<file path="config.mk">
export PLATFORM = sky130hd
export DESIGN_NAME = uart_tx_byte_feeder
export DESIGN_NICKNAME = d
export VERILOG_FILES = /design/src/rtl/uart_tx_byte_feeder.sv
export SDC_FILE = /design/constraint.sdc
export NUM_CORES = 1
export LEC_CHECK = 0
export ABC_AREA = 1
export BUFFER_PORTS_ARGS = -buffer_cell sky130_fd_sc_hd__buf_4
export CAP_MARGIN = 20
export CORE_ASPECT_RATIO = 2
export CORE_MARGIN = 2
export CORE_UTILIZATION = 45
export CTS_BUF_LIST = sky130_fd_sc_hd__clkbuf_4 sky130_fd_sc_hd__clkbuf_8
export DETAILED_ROUTE_END_ITERATION = 8
export PLACE_DENSITY_LB_ADDON = 0.05
export SLEW_MARGIN = 20
export SYNTH_ARGS = -nofsm -noshare
export SYNTH_HDL_FRONTEND = slang
export SYNTH_SLANG_ARGS = --single-unit
</file>
<file path="constraint.sdc">
create_clock -name clk -period 3.3 [get_ports clk]
set_clock_uncertainty 0.15 [all_clocks]
set_input_delay 0.66 -clock clk [delete_from_list [all_inputs] [get_ports clk]]
set_output_delay 0.66 -clock clk [all_outputs]
set_load 0.01 [all_outputs]
</file>
<file path="src/rtl/uart_tx_byte_feeder.sv">
// uart_tx_byte_feeder: byte FIFO and start sequencer feeding a UART transmitter
// Buffers application bytes and issues one-cycle tx_start pulses only while the transmitter is idle.
module uart_tx_byte_feeder #(
    parameter int DEPTH      = 16,
    parameter int ADDR_W     = 4,
    parameter int GAP_CYCLES = 0
) (
    input  logic              clk,
    input  logic              rst_n,
    input  logic [7:0]        s_data,
    input  logic              s_valid,
    output logic              s_ready,
    input  logic              flush,
    output logic              tx_start,
    output logic [7:0]        tx_data,
    input  logic              tx_busy,
    output logic [ADDR_W:0]   fifo_count,
    output logic              overrun
);
    localparam int GAP_W = (GAP_CYCLES > 1) ? $clog2(GAP_CYCLES + 1) : 1;

    typedef enum logic [1:0] {S_IDLE, S_SEND, S_WAIT, S_GAP} state_e;

    state_e            state_q, state_d;
    logic [7:0]        mem_q [DEPTH];
    logic [ADDR_W-1:0] wr_ptr_q, wr_ptr_d, rd_ptr_q, rd_ptr_d;
    logic [ADDR_W:0]   count_q, count_d;
    logic [GAP_W-1:0]  gap_q, gap_d;
    logic [7:0]        tx_data_q, tx_data_d;
    logic              tx_start_q, tx_start_d;
    logic              overrun_q, overrun_d;
    logic              rdy_q;
    logic              push, pop;

    // rdy_q keeps s_ready low during reset and until the first clock after release
    assign s_ready    = rdy_q & (count_q != (ADDR_W+1)'(DEPTH)) & ~flush;
    assign push       = s_valid & s_ready;
    assign pop        = (state_q == S_IDLE) & (count_q != '0) & ~tx_busy;
    assign tx_start   = tx_start_q;
    assign tx_data    = tx_data_q;
    assign fifo_count = count_q;
    assign overrun    = overrun_q;

    always_ff @(posedge clk) begin
        if (push) mem_q[wr_ptr_q] <= s_data;
    end

    always_comb begin
        wr_ptr_d  = flush ? '0 : wr_ptr_q + ADDR_W'(push);
        rd_ptr_d  = flush ? '0 : rd_ptr_q + ADDR_W'(pop);
        count_d   = flush ? '0 : count_q + (ADDR_W+1)'(push) - (ADDR_W+1)'(pop);
        overrun_d = ~flush & (overrun_q | (s_valid & ~s_ready));
    end

    always_comb begin
        state_d = state_q;
        gap_d   = gap_q;
        case (state_q)
            S_IDLE: state_d = pop ? S_SEND : S_IDLE;
            S_SEND: state_d = S_WAIT;
            S_WAIT: begin
                state_d = tx_busy ? S_WAIT : (GAP_CYCLES > 0 ? S_GAP : S_IDLE);
                gap_d   = tx_busy ? gap_q : GAP_W'(GAP_CYCLES);
            end
            S_GAP: begin
                gap_d   = gap_q - GAP_W'(1);
                state_d = (gap_q == GAP_W'(1)) ? S_IDLE : S_GAP;
            end
            default: state_d = S_IDLE;
        endcase
    end

    // the pop only happens on the IDLE->SEND edge, so it doubles as the start strobe
    always_comb begin
        tx_start_d = pop;
        tx_data_d  = pop ? mem_q[rd_ptr_q] : tx_data_q;
    end

    always_ff @(posedge clk or negedge rst_n) begin
        if (!rst_n) begin
            state_q    <= S_IDLE;
            wr_ptr_q   <= '0;
            rd_ptr_q   <= '0;
            count_q    <= '0;
            gap_q      <= '0;
            tx_start_q <= 1'b0;
            tx_data_q  <= 8'h00;
            overrun_q  <= 1'b0;
            rdy_q      <= 1'b0;
        end else begin
            state_q    <= state_d;
            wr_ptr_q   <= wr_ptr_d;
            rd_ptr_q   <= rd_ptr_d;
            count_q    <= count_d;
            gap_q      <= gap_d;
            tx_start_q <= tx_start_d;
            tx_data_q  <= tx_data_d;
            overrun_q  <= overrun_d;
            rdy_q      <= 1'b1;
        end
    end
endmodule
</file>
==> flow_metrics.py <==
metrics = {
    "status": {
        "status": "completed",
    },
    "grt": {
        "grt_use_total_pct": 20.6,
        "grt_max_degree": 66,
        "antenna_found_initial": 0,
        "first_global_vias": 4325,
        "grt_pass1_wl_um": 24600,
        "overflow": 0,
    },
    "sta": {
        "worst_pin_slew_ns": 0.761,
        "hold_viol": 0,
        "relSlewSlack_pct": 49.2,
        "max_freq_mhz": 344,
        "setup_tns_ns": 0,
        "slew_viol_final": 0,
        "setup_violations": 0,
        "finalWorstSetupSlack_ns": 0.397,
        "finalCriticalPeriod_ns": 2.90,
        "rsz0062_at_grt": "no",
        "fin_crit_sh_pct": 88.0,
    },
    "worst_setup_path": {
        "worstReg2RegStart": "fifo_count[3]",
        "start_kind": "register",
        "cp-startpoint": "fifo_count[3]",
        "crit_arrival_ns": 3.09,
        "cp.required_ns": 3.48,
        "path_max_fanout": 3,
        "cp-end-kind": "register",
        "setup.worst_path.class": "register to register",
    },
    "drt": {
        "ant_nets": 0,
        "detail_route.drc_violations": 0,
        "drt_iter0_markers": 272,
        "dr.pass1.iters": 4,
        "wirelength_um": 15800,
        "num_vias": 4487,
        "vias_per_cell": 4.82,
        "routedWlPerCell_um": 17.0,
    },
    "clock_tree": {
        "clockBufferDepth": 2,
        "clkTransAtPathRegs_ns": 0.08,
        "cts_made_buffers": 17,
        "cts_root_buffer": "clkbuf_8",
        "htree_levels": 4,
        "cts_tree": "done",
        "clock_latency_ns": 0.45,
        "cts.repair.resized": 0,
        "clock-sinks": 155,
    },
    "die": {
        "die_w_um": 91.6,
        "die-area_mm2": 0.0164,
        "io_pins": 29,
        "num_rows": 64,
        "coreArea_mm2": 0.0151,
        "die_h_um": 179,
        "initial_core_util_pct": 45.6,
    },
    "synth": {
        "synth_area_leaders": "edfxtp_1, nand2_1, dfrtp_1",
        "synth_area_leader_cell": "edfxtp_1",
        "yosys_warnings": 0,
        "synthArstFlopShare_pct": 17.4,
        "ys_seq_area_share_pct": 65.5,
        "syn_nets": 702,
        "synth_cells": 678,
        "synth_cell_types": 28,
        "synth_top_area_share_pct": 55.7,
        "syn_avg_cell_area_um2": 10.2,
        "netlist_area_mm2": 0.00690,
        "synth_seq_cells": 155,
        "synth_edf_count": 128,
        "synth_ff_type": "edfxtp_1",
    },
    "power_and_ir_drop": {
        "p_leak_nw": 3.49,
        "power_density_mw_per_mm2": 651,
        "peakVddDrop_mv": 0.447,
    },
    "placement": {
        "gp_congestion": 0.776,
        "hpwl_um": 9760,
        "portBuffers": 28,
        "pre_cts_ws_ns": 0.392,
    },
    "finish": {
        "synthToLayoutAreaGrowth_pct": 12.2,
        "diodes": 0,
        "drive_above_1_share_pct": 12.0,
        "fillers": 1367,
        "nets": 743,
    },
    "job": {
        "maxCapViolCount": 0,
    },
    "worst_hold_path": {
        "hold_path_startpoint": "s_valid",
        "min_path_type": "input pin to register",
    },
}
==> registers in the layout, summed over array words and instances, names as in the netlist <==
name        cells
fifo_count      5
rd_ptr_q        4
state_q         2
tx_start        1
tx_data         8
rdy_q           1
mem_q         128
wr_ptr_q        4
overrun         1
gap_q           1
==> cell usage after synthesis (2+ instances only) <==
library cell,count
buf_2,15
inv_2,3
clkbuf_1,2
buf_6,7
dfrtp_1,27
xnor2_1,4
nand3_1,99
a21oi_1,2
o21ai_0,2
nand2_1,202
nand4_1,2
inv_1,123
nand2_4,4
edfxtp_1,128
ha_1,10
nor2_1,34
xor2_1,3
==> critical path: stages (launching register included) <==
cell,delay (ns)
dfrtp_1,0.39
inv_1,0.08
ha_1,0.19
nand4_1,0.13
nand2_1,0.09
or2_4,0.26
nor2_8,0.08
inv_1,0.05
ha_1,0.26
inv_1,0.06
ha_1,0.16
inv_1,0.06
fa_1,0.35
inv_1,0.09
a21oi_1,0.07
o21bai_1,0.16
xnor2_1,0.13
nor2_1,0.06
==> power breakdown <==
part / leakage, nW / switching (mW) / internal [mW] / total (mW)
Combinational: 1.79 / 0.849 / 0.466 / 1.32
Clock: 0.192 / 0.741 / 0.684 / 1.42
Sequential: 1.50 / 0.0744 / 2.23 / 2.30
==> path summary, 6_finish.rpt <==
check	end	slack, ns	cells past startpoint
max in group asynchronous	rd_ptr_q[0]	2.18	2
worst min-delay path	overrun	0.32	3
min in group asynchronous	state_q[1]	0.53	2
worst max register to register	fifo_count[4]	0.40	17
worst max-delay path	fifo_count[4]	0.40	17
worst min register to register	tx_data[1]	0.34	2
==> layer usage <==
layer / up-vias / routed length, um / global-route usage, %
met3: 12 / 327 / 2.82
met2: 62 / 8570 / 35.9
li1: 2234 / - / -
met1: 2179 / 6480 / 25.2
met4: 0 / 385 / 9.79
met5: - / 0 / 0
==> placed cells by master, fill, tap and decap left out, drive strengths merged, types with 3 or more instances in the layout <==
master,instances
xor2,3
inv,132
clkinvlp,3
clkinv,5
nand2,206
dfrtp,27
buf,46
clkbuf,17
nor2,35
nand3,100
ha,10
edfxtp,128
xnor2,4
==> cells by family after synthesis <==
logic type	synth area share [%]
and+or+nand+nor	21.5
other	0.0543
DFF	65.5
buffers and inverters	9.35
AOI/OAI and AO/OA	0.598
xor gates and xnor gates	0.888
adders and majority gates	2.10
==> final cells by class <==
cell class                      instances  area (um2)  area share, %
Sequential cell                       155        4520           58.4
Multi-Input combinational cell        371        1740           22.4
Inverter                              127         477           6.16
Clock inverter                         15         161           2.08
Tap cell                              198         248           3.20
Clock buffer                           17         234           3.02
Timing Repair Buffer                   47         368           4.75
==> what timing repair did <==
item,4_1_cts,5_1_grt
hold buffers,1,0
setup buffers,0,0
hold endpoints to repair,27,0
==> stage by stage <==
stage / hold WS [ns] / area, um2 / util (%) / total power, mW / cells
2_1_floorplan: 0.214 / 6900 / - / 3.25 / 678
3_3_place_gp: 0.324 / 7340 / 48.5 / 3.68 / 897
3_5_place_dp: 0.326 / 7340 / 48.5 / 3.68 / 897
4_1_cts: 0.300 / 7740 / 51.2 / 5.11 / 930
5_1_grt: 0.332 / 7740 / 51.2 / 5.37 / 930
6_report: 0.321 / 7740 / 51.2 / 5.04 / 930
Note: power is estimated with default switching activity, not from simulation.
